===== config.mk =====
export PLATFORM = sky130hd
export DESIGN_NAME = instr_fetch_unit
export DESIGN_NICKNAME = d
export VERILOG_FILES = /design/src/rtl/fetch_pkg.sv /design/src/rtl/fetch_skid_queue.sv /design/src/rtl/instr_fetch_unit.sv
export SDC_FILE = /design/constraint.sdc
export NUM_CORES = 1
export LEC_CHECK = 0
export ABC_AREA = 1
export CELL_PAD_IN_SITES_DETAIL_PLACEMENT = 1
export CELL_PAD_IN_SITES_GLOBAL_PLACEMENT = 1
export CORE_MARGIN = 4
export CORE_UTILIZATION = 37
export CTS_BUF_LIST = sky130_fd_sc_hd__clkbuf_4 sky130_fd_sc_hd__clkbuf_8 sky130_fd_sc_hd__clkbuf_16
export DETAILED_ROUTE_END_ITERATION = 10
export HOLD_SLACK_MARGIN = 0.06
export PLACE_DENSITY = 0.85
export SKIP_CTS_REPAIR_TIMING = 1
export SLEW_MARGIN = 20
export SYNTH_ARGS = -nofsm -noshare
export SYNTH_HDL_FRONTEND = slang
export SYNTH_HIERARCHICAL = 1
export SYNTH_SLANG_ARGS = --single-unit

===== constraint.sdc =====
create_clock -name clock -period 2.5 [get_ports clock]
set_input_delay 0.25 -clock clock [delete_from_list [all_inputs] [get_ports clock]]
set_output_delay 0.25 -clock clock [all_outputs]
set_load 0.02 [all_outputs]

===== src/rtl/fetch_pkg.sv =====
// Shared definitions for the instruction-fetch front end: default widths,
// the buffered {pc, instr} entry, the fetch FSM states and a small helper.
package fetch_pkg;

  localparam int unsigned FETCH_ADDR_W   = 12;
  localparam int unsigned FETCH_INSTR_W  = 32;
  localparam int unsigned FETCH_RESET_PC = 0;

  typedef struct packed {
    logic [FETCH_ADDR_W-1:0]  pc;
    logic [FETCH_INSTR_W-1:0] instr;
  } fetch_entry_t;

  typedef enum logic {
    ST_RUN     = 1'b0,
    ST_FLUSHED = 1'b1
  } fetch_state_e;

  // Occupancy after one cycle of simultaneous push/pop.
  function automatic logic [1:0] next_count(input logic [1:0] count,
                                            input logic       push,
                                            input logic       pop);
    return count + {1'b0, push} - {1'b0, pop};
  endfunction

endpackage


===== src/rtl/fetch_skid_queue.sv =====
// Two-entry FIFO between the imem capture stage and decode.
// Push and pop may occur in the same cycle; flush empties the queue.
// The caller guarantees no push into a full queue and no pop from empty.
module fetch_skid_queue
  import fetch_pkg::*;
#(
  parameter type entry_t = fetch_entry_t
) (
  input  logic       clock,
  input  logic       reset,
  input  logic       flush,
  input  logic       push,
  input  entry_t     push_data,
  input  logic       pop,
  output entry_t     head,
  output logic       valid,
  output logic [1:0] count
);

  entry_t mem [2];
  logic   rd_ptr;
  logic   wr_ptr;

  // Storage, pointers and occupancy; flush wins over push/pop bookkeeping.
  always_ff @(posedge clock) begin
    if (reset) begin
      mem[0] <= '0;
      mem[1] <= '0;
      rd_ptr <= 1'b0;
      wr_ptr <= 1'b0;
      count  <= '0;
    end else begin
      if (push) begin
        mem[wr_ptr] <= push_data;
      end
      if (flush) begin
        rd_ptr <= 1'b0;
        wr_ptr <= 1'b0;
        count  <= '0;
      end else begin
        if (push) wr_ptr <= ~wr_ptr;
        if (pop)  rd_ptr <= ~rd_ptr;
        count <= next_count(count, push, pop);
      end
    end
  end

  assign head  = mem[rd_ptr];
  assign valid = (count != 2'd0);

endmodule


===== src/rtl/instr_fetch_unit.sv =====
// Instruction-fetch front end: owns the fetch PC, drives the synchronous
// imem, captures returned words into a 2-entry queue and hands them to decode
// over valid/ready. A one-cycle redirect squashes the queue and any in-flight
// read. Optional macro FETCH_PERF_EN adds saturating perf_fetched and
// perf_bubbles counters.
module instr_fetch_unit
  import fetch_pkg::*;
#(
  parameter int unsigned        ADDR_W   = FETCH_ADDR_W,
  parameter int unsigned        INSTR_W  = FETCH_INSTR_W,
  parameter logic [ADDR_W-1:0]  RESET_PC = ADDR_W'(FETCH_RESET_PC)
) (
  input  logic               clock,
  input  logic               reset,
  output logic [ADDR_W-1:0]  imem_addr,
  input  logic [INSTR_W-1:0] imem_q,
  input  logic               redirect_valid,
  input  logic [ADDR_W-1:0]  redirect_pc,
  output logic               out_valid,
  input  logic               out_ready,
  output logic [INSTR_W-1:0] out_instr,
  output logic [ADDR_W-1:0]  out_pc
`ifdef FETCH_PERF_EN
  ,
  output logic [31:0]        perf_fetched,
  output logic [31:0]        perf_bubbles
`endif
);

  typedef struct packed {
    logic [ADDR_W-1:0]  pc;
    logic [INSTR_W-1:0] instr;
  } entry_t;

  fetch_state_e       state;
  fetch_state_e       state_next;
  logic [ADDR_W-1:0]  fpc;
  logic               inflight;
  logic [ADDR_W-1:0]  inflight_pc;
  logic               pop;
  logic               push;
  logic               issue;
  logic [2:0]         occupancy;
  logic [1:0]         q_count;
  logic               q_valid;
  entry_t             q_head;
  entry_t             q_push_data;

  assign pop         = q_valid & out_ready;
  assign push        = inflight & ~redirect_valid;
  assign q_push_data = '{pc: inflight_pc, instr: imem_q};

  // Words already buffered or in flight, net of this cycle's pop; counting
  // the in-flight read keeps the queue from ever being overrun.
  assign occupancy = {1'b0, q_count} + {2'b00, inflight} - {2'b00, pop};

  // FSM state register.
  always_ff @(posedge clock) begin
    if (reset) state <= ST_RUN;
    else       state <= state_next;
  end

  // Next state and issue decision; redirect suppresses issue for its cycle.
  always_comb begin
    state_next = ST_RUN;
    issue      = 1'b0;
    if (redirect_valid) begin
      state_next = ST_FLUSHED;
    end else begin
      issue = (state == ST_FLUSHED) | (occupancy < 3'd2);
    end
  end

  // Fetch PC and the single outstanding imem read.
  always_ff @(posedge clock) begin
    if (reset) begin
      fpc         <= RESET_PC;
      inflight    <= 1'b0;
      inflight_pc <= '0;
    end else if (redirect_valid) begin
      fpc      <= redirect_pc;
      inflight <= 1'b0;
    end else if (issue) begin
      inflight    <= 1'b1;
      inflight_pc <= fpc;
      fpc         <= fpc + ADDR_W'(1);
    end else begin
      inflight <= 1'b0;
    end
  end

  fetch_skid_queue #(
    .entry_t (entry_t)
  ) u_queue (
    .clock     (clock),
    .reset     (reset),
    .flush     (redirect_valid),
    .push      (push),
    .push_data (q_push_data),
    .pop       (pop),
    .head      (q_head),
    .valid     (q_valid),
    .count     (q_count)
  );

  assign imem_addr = fpc;
  assign out_valid = q_valid;
  assign out_instr = q_head.instr;
  assign out_pc    = q_head.pc;

`ifdef FETCH_PERF_EN
  // Saturating counters of delivered instructions and decode-starved cycles.
  always_ff @(posedge clock) begin
    if (reset) begin
      perf_fetched <= '0;
      perf_bubbles <= '0;
    end else begin
      if (pop && (perf_fetched != '1)) begin
        perf_fetched <= perf_fetched + 32'd1;
      end
      if (out_ready && !q_valid && (perf_bubbles != '1)) begin
        perf_bubbles <= perf_bubbles + 32'd1;
      end
    end
  end
`endif

endmodule


==> results of run 1 <==
## path summary, 6_finish.rpt
check / from / to / slack (ps)
hold / removal: inflight_pc[7] / inflight_pc[7] / 480
setup / recovery: flip-flop / out_pc[1] / 130
hold reg to reg: inflight_pc[7] / inflight_pc[7] / 480
setup reg to reg: u_queue/count[1] / imem_addr[8] / 190
## power by group
group	switching [mW]	internal (mW)	leakage (nW)	total (mW)
sequential	0.0566	2.22	1.17	2.28
combinational	0.329	0.273	1.60	0.602
clock	0.832	1.84	0.322	2.68
## area by class of cell
cell class                 count  area (sq um)  area share (%)
multi-input combinational    328          1910            25.4
inverter                      72           273            3.63
clock inverter                10           176            2.35
sequential                   119          3270            43.5
clock buffer                  22           475            6.33
tap                          184           230            3.07
timing repair buffer         114          1180            15.7
## routing by layer
layer | GRT usage (%) | up-vias | part of all wire, %
met5 | 0 | - | 0
met4 | 5.19 | 0 | 1.3
met3 | 4.40 | 14 | 4.6
met2 | 29.7 | 109 | 52
met1 | 19.1 | 2007 | 42
li1 | - | 1970 | -
## cells in the final DEF (no fill, tap or decap), types with 5 or more instances in the layout
cell type	instances
nand3_1	15
buf_12	5
xor2_1	5
nand2_1	90
nor2_2	41
nand3b_1	6
mux2_2	37
mux2_1	7
nor2_1	93
clkbuf_16	17
nand4_1	13
inv_1	69
buf_4	5
edfxtp_1	88
dfxtp_1	29
bufinv_16	5
clkdlybuf4s50_1	104
## critical path: stages, from the launching register on
cell	delay, ps
dfxtp_2	500
buf_12	260
mux2_2	360
clkdlybuf4s50_1	580
## registers in the layout, summed over array words and instances, names as in the netlist, named ones only
signal	cells
u_queue/wr_ptr	1
u_queue/mem	88
state	1
u_queue/count	2
u_queue/rd_ptr	1
inflight	1
imem_addr	12
inflight_pc	12
## cells by family (layout without fill, tap and decap cells)
group,after synthesis,count (layout)
xor gates and xnor gates,6,6
buffers and inverters,94,218
DFF,119,119
muxes,44,44
AOI/OAI and AO/OA,5,5
and+or+nand+nor,267,268
adders and majority gates,5,5
## per-stage QoR
stage | hold slack [ps] | cell area [sq um] | TNS (ps) | setup slack (ps) | util, %
6_report | 480 | 7510 | 0 | 135 | 51.1
5_1_grt | 490 | 7510 | 0 | 18.4 | 51.1
4_1_cts | 460 | 7490 | 0 | 84.6 | 50.9
3_5_place_dp | 474 | 6840 | -23.1 | -11.7 | 46.5
3_3_place_gp | 458 | 6840 | 0 | 108 | 46.5
2_1_floorplan | 319 | 5620 | 0 | 214 | -
==> impl_metrics.py, run 1 <==
metrics = {
    "yosys": {
        "synthXorXnorAreaFrac_pct": 0.936,
        "synth_top_family_by_area": "simple AND/OR/NAND/NOR gates",
        "syn-num-nets": 593,
        "yosys-top-cells-count": "nor2_1, nand2_1, edfxtp_1, inv_1, nor2_2",
        "yosysUniqueCellTypes": 27,
        "synth_edf_count": 88,
        "syn_area_per_cell_sq_um": 10.4,
        "ys_warn_count": 6,
        "seq_area_frac_synth_pct": 58.1,
        "yosys.area_share.simple_pct": 22.2,
        "yosysTopAreaCell": "edfxtp_1",
        "synth_top_area_share_pct": 47.1,
        "yosysMostFrequentCell": "nor2_1",
        "synthMuxAreaShare_pct": 8.82,
        "syn_area_sq_um": 5620,
        "synthAdderAreaFrac_pct": 1.25,
        "synth-seq-cells": 119,
        "synth-main-ff-cell": "edfxtp_1",
        "synth_area_leaders": "edfxtp_1, dfxtp_1, mux2_2",
        "synth_compound_area_share_pct": 0.446,
        "syn_inst": 540,
        "synthArstFlopShare_pct": 0,
    },
    "placed_design": {
        "numPlacedInstances": 816,
        "portBuffers": 104,
        "gp_congestion": 0.748,
        "dp_hpwl_microns": 9300,
    },
    "worst_setup_path": {
        "crit_fanout": 34,
        "crit_type": "flip-flop to output port",
        "cp.required_ps": 2250,
        "crit_arrival_ps": 2120,
        "startpoint_type": "flip-flop",
        "crit_path_end_kind": "output port",
        "r2r_cells": 14,
    },
    "grt": {
        "first_global_vias": 4494,
        "antenna_found_initial": 0,
        "gr-total-overflow": 0,
        "grtUsageTotal_pct": 16.5,
        "grt_max_degree": 45,
        "grt_pass1_wl_microns": 22700,
    },
    "outcome": {
        "status": "complete, no violations",
    },
    "floorplanning": {
        "dieHeight_microns": 131,
        "core_area_sq_um": 14700,
        "die_area_sq_um": 17200,
        "rows": 44,
        "start_util_pct": 38.2,
        "chipWidth_microns": 131,
        "ios": 105,
    },
    "clock_tree": {
        "htreeDepth": 4,
        "cts_made_buffers": 17,
        "cts_sinks": 119,
        "ctsRootBufferMaster": "clkbuf_16",
        "clock_path_buffers": 2,
        "cts_tree": "done",
        "path_clk_slew_ps": 50,
        "clkLatencyLatePin_ps": 410,
    },
    "sta": {
        "rsz0062_at_grt": "no",
        "skew_ps": 12.7,
        "max_slew.worst_pin.slew_ps": 635,
        "final_max_slew_viol_count": 0,
        "fin_crit_ps": 2370,
        "timing.fmax_mhz": 423,
        "fin_crit_sh_pct": 94.6,
        "slew_headroom_pct": 57.6,
        "setup_viol": 0,
        "finalHoldViolCount": 0,
    },
    "pwr": {
        "power.total_mw": 5.56,
        "p_per_area_nw_per_um2": 740,
        "vdd.ir_drop.worst_mv": 0.574,
        "p_leak_nw": 3.08,
    },
    "min_path": {
        "hp-class": "flip-flop to flip-flop",
        "min_path_cells": 2,
    },
    "routing": {
        "routedWlPerCell_microns": 16.4,
        "drcViolationCount": 0,
        "vias": 4100,
        "viasPerCell": 4.83,
        "wl_microns": 13900,
        "first_pass_iters": 4,
        "drt_iter0_drc": 187,
        "ant_nets": 0,
    },
    "flow_run": {
        "cap_viol_max_count": 0,
    },
    "cells_and_area": {
        "area_growth_pct": 33.7,
        "n_antenna_cell": 0,
        "drive_gt1_share_pct": 20.2,
        "final_nets": 705,
        "fillers": 1612,
        "final_cells": 849,
    },
}
Power figures use the tool's default switching activity.
==> inputs of run 2 (changes only) <==
--- a/config.mk
+++ b/config.mk
@@ -16,5 +16,5 @@
 export PLACE_DENSITY = 0.85
 export SKIP_CTS_REPAIR_TIMING = 1
-export SLEW_MARGIN = 20
+export SLEW_MARGIN = 30
 export SYNTH_ARGS = -nofsm -noshare
 export SYNTH_HDL_FRONTEND = slang
==> constraint.sdc (replaced) <==
create_clock -name clock -period 2.5 [get_ports clock]
set_input_delay 0.25 -clock clock [delete_from_list [all_inputs] [get_ports clock]]
set_output_delay 0.25 -clock clock [all_outputs]
set_load 0.05 [all_outputs]
==> impl_metrics.py, run 2 (synthesis gave the netlist of run 1 again) <==
metrics = {
    "grt": {
        "gr-total-overflow": 0,
        "grtUsageTotal_pct": 15.6,
        "grt_pass1_wl_microns": 21600,
        "antenna_found_initial": 0,
        "first_global_vias": 4355,
        "grt_max_degree": 45,
    },
    "floorplanning": {
        "core_area_sq_um": 14700,
        "rows": 44,
        "die_area_sq_um": 17200,
        "start_util_pct": 38.2,
        "chipWidth_microns": 131,
        "dieHeight_microns": 131,
        "ios": 105,
    },
    "placed_design": {
        "gp_congestion": 0.765,
        "portBuffers": 104,
        "pre_cts_ws_ps": 31.2,
        "dp_hpwl_microns": 8640,
    },
    "cells_and_area": {
        "final_nets": 705,
        "final_common_cell": "nor2_1",
        "fin_util_pct": 49.6,
        "drive_gt1_share_pct": 26.6,
        "n_antenna_cell": 0,
        "final_cell_mix": "nor2_1, nand2_1, edfxtp_1, inv_1, clkdlybuf4s50_1",
        "registers.top_by_ff_count": "u_queue/mem",
        "largest_register_ffs": 88,
        "area_growth_pct": 29.7,
    },
    "worst_setup_path": {
        "cp.required_ps": 2840,
        "regToRegEndpoint": "imem_addr[10]",
        "critPathCapture": "imem_addr[10]",
        "startpoint_type": "flip-flop",
        "crit_arrival_ps": 2580,
        "r2r_setup_slack_ps": 260,
        "crit_type": "flip-flop to flip-flop",
        "crit_path_end_kind": "flip-flop",
        "critPathLaunch": "u_queue/count[1]",
        "rr_startpoint": "u_queue/count[1]",
        "crit_fanout": 5,
        "r2r_cells": 14,
    },
    "sta": {
        "max_slew.worst_pin.slew_ps": 628,
        "hold_ws_ps": 469,
        "timing.fmax_mhz": 447,
        "finalHoldViolCount": 0,
        "rsz0062_at_grt": "no",
        "slew_headroom_pct": 58.1,
        "setup_tns_ps": 0,
        "setup_viol": 0,
        "final_max_slew_viol_count": 0,
        "skew_ps": 9.34,
        "worst_slack_ps": 264,
        "fin_crit_ps": 2240,
        "fin_crit_sh_pct": 89.4,
    },
    "clock_tree": {
        "ctsRootBufferMaster": "clkbuf_16",
        "cts_made_buffers": 17,
        "cts_tree": "done",
        "cts_sinks": 119,
        "clock_path_buffers": 2,
        "htreeDepth": 4,
        "clkLatencyLatePin_ps": 410,
        "path_clk_slew_ps": 50,
    },
    "pwr": {
        "vdd.ir_drop.worst_mv": 0.441,
        "p_leak_nw": 3.10,
        "power.total_mw": 5.20,
        "p_per_area_nw_per_um2": 714,
    },
    "outcome": {
        "status": "complete, no violations",
    },
    "flow_run": {
        "cap_viol_max_count": 0,
    },
    "routing": {
        "drt_iter0_drc": 139,
        "wl_microns": 13000,
        "vias": 4041,
        "routedWlPerCell_microns": 15.4,
        "viasPerCell": 4.76,
        "ant_nets": 0,
        "first_pass_iters": 4,
        "drcViolationCount": 0,
    },
    "min_path": {
        "hp-class": "flip-flop to flip-flop",
        "hp-start": "inflight_pc[3]",
    },
}
==> run 2: how the worst min path moves through the flow <==
stage	end	cells past startpoint
2_1_floorplan	imem_addr[0]	1
3_3_place_gp	inflight_pc[3]	2
3_5_place_dp	inflight_pc[3]	2
4_1_cts	imem_addr[5]	5
5_1_grt	imem_addr[10]	5
6_report	inflight_pc[3]	2
==> run 2: worst max-delay path, stage by stage, from the launching register on <==
cell,delay (ps)
dfxtp_2,330
inv_1,80
nand2_1,70
nand2_1,70
inv_1,50
ha_1,300
nor2_2,120
fa_1,410
inv_1,100
nand3_4,100
nand2_4,110
nand2_4,100
nor2_4,190
nand2_1,80
nand2_1,70
==> run 2: stage by stage <==
stage,instances,cell area (sq um)
after global placement,816,6710
after CTS,848,7270
after detailed placement,816,6710
final,849,7290
after global routing,849,7290
after floorplan,540,5620
==> run 2: cell type report <==
cell class / count / area (sq um)
sequential: 119 / 3270
timing repair buffer: 114 / 1060
clock inverter: 5 / 23.8
clock buffer: 27 / 531
multi-input combinational: 328 / 1910
fill: 1613 / 7410
tap: 184 / 230
inverter: 72 / 273
==> run 2: metal layers <==
| layer | share of wire (%) | global-route usage, % | vias to the layer above |
|---|---|---|---|
| li1 | - | - | 1963 |
| met1 | 44 | 19.0 | 1953 |
| met2 | 50 | 26.8 | 113 |
| met3 | 4.6 | 4.17 | 12 |
| met4 | 1.1 | 5.95 | 0 |
| met5 | 0 | 0 | - |
==> run 2: report_power, final <==
group	internal (mW)	switching [mW]
registers	2.22	0.0517
logic	0.257	0.455
clock network	1.44	0.778
total	3.92	1.28
==> inputs of run 3 (changes only) <==
Settings changed: GPL_TIMING_DRIVEN set to 0.
==> impl_metrics.py, run 3 (synthesis gave the netlist of run 1 again) <==
metrics = {
    "floorplanning": {
        "die_area_sq_um": 17200,
        "ios": 105,
        "rows": 44,
        "chipWidth_microns": 131,
        "start_util_pct": 38.2,
        "core_area_sq_um": 14700,
        "dieHeight_microns": 131,
    },
    "sta": {
        "final_max_slew_viol_count": 0,
        "timing.fmax_mhz": 414,
        "slew_headroom_pct": 57.7,
        "max_slew.worst_pin.slew_ps": 634,
        "fin_crit_ps": 2420,
        "fin_crit_sh_pct": 96.7,
        "finalHoldViolCount": 0,
        "rsz0062_at_grt": "no",
        "setup_viol": 0,
        "skew_ps": 6.78,
        "hold_ws_ps": 479,
    },
    "routing": {
        "routedWlPerCell_microns": 15.9,
        "ant_nets": 0,
        "viasPerCell": 4.77,
        "first_pass_iters": 4,
        "vias": 4106,
        "wl_microns": 13700,
        "drcViolationCount": 0,
        "drt_iter0_drc": 195,
    },
    "min_path": {
        "hp-start": "inflight_pc[8]",
        "hp-class": "flip-flop to flip-flop",
    },
    "pwr": {
        "power.total_mw": 5.57,
        "p_leak_nw": 3.12,
        "vdd.ir_drop.worst_mv": 0.452,
        "p_per_area_nw_per_um2": 736,
    },
    "grt": {
        "use_met3_pct": 3.67,
        "met1_usage_pct": 19.7,
        "top_usage_layer": "met2",
        "grtUsageTotal_pct": 16.4,
        "grt_util_met2_pct": 29.1,
        "grt_max_degree": 45,
        "gr-total-overflow": 0,
        "grt_pass1_wl_microns": 22900,
        "first_global_vias": 4608,
        "antenna_found_initial": 0,
    },
    "clock_tree": {
        "cts_made_buffers": 17,
        "ctsRootBufferMaster": "clkbuf_16",
        "cts_sinks": 119,
        "clock_path_buffers": 2,
        "clkLatencyLatePin_ps": 410,
        "htreeDepth": 4,
        "cts_tree": "done",
        "path_clk_slew_ps": 50,
    },
    "placed_design": {
        "dp_hpwl_microns": 9600,
        "portBuffers": 104,
        "gp_congestion": 0.806,
        "placed_area_sq_um": 6900,
    },
    "cells_and_area": {
        "fillers": 1620,
        "area_growth_pct": 34.8,
        "final_common_cell": "clkdlybuf4s50_1",
        "final_nets": 717,
        "n_antenna_cell": 0,
        "drive_gt1_share_pct": 21.4,
        "finish.instance_area_sq_um": 7570,
        "registers.top_by_ff_count": "u_queue/mem",
        "final_cell_mix": "clkdlybuf4s50_1, nor2_1, nand2_1, edfxtp_1, inv_1",
        "largest_register_ffs": 88,
    },
    "worst_setup_path": {
        "startpoint_type": "flip-flop",
        "cp.required_ps": 2250,
        "crit_arrival_ps": 2170,
        "crit_path_end_kind": "output port",
        "crit_type": "flip-flop to output port",
        "crit_fanout": 10,
        "rr_startpoint": "u_queue/count[1]",
    },
    "flow_run": {
        "cap_viol_max_count": 0,
    },
    "outcome": {
        "status": "complete, no violations",
    },
}
## run 3: layout make-up
class	count	area, sq um	area share, %
buffer	22	203	2.68
clock buffer	26	558	7.37
clock inverter	6	81.3	1.07
inverter	72	273	3.60
multi-input combinational	328	1920	25.4
sequential	119	3260	43.1
tap	184	230	3.04
timing repair buffer	104	1040	13.8
## run 3: worst max-delay path, stage by stage (launching register included)
cell and delay [ps]:
dfxtp_1 350, buf_6 160, buf_6 160, mux2_2 340, clkdlybuf4s50_1 740
## run 3: final timing paths
check             slack, ps  cells past startpoint        endpoint
setup / recovery         80                      4       out_pc[1]
hold / removal          480                      2  inflight_pc[8]
setup reg to reg        210                     14   imem_addr[11]
hold reg to reg         480                      2  inflight_pc[8]
## run 3: report_power, final
part           switching (mW)  internal, mW  total (mW)
registers              0.0529          2.22        2.28
clock network           0.832          1.74        2.57
logic                   0.459         0.267       0.726
## run 3: stage by stage
stage / util (%) / TNS (ps) / setup WS, ps / std cells
floorplan: - / 0 / 37.0 / 540
global placement: 46.9 / -76610 / -1010 / 828
detailed placement: 47.0 / -28070 / -466 / 828
CTS: 51.3 / -2580 / -63.3 / 860
global route: 51.5 / 0 / 5.17 / 861
finish: 51.5 / 0 / 82.4 / 861
## run 3: metal layers
| layer | share of wire, % | routed length, microns |
|---|---|---|
| met5 | 0 | 0 |
| met4 | 1.4 | 198 |
| met3 | 3.7 | 509 |
| met2 | 51 | 6950 |
| met1 | 44 | 6020 |
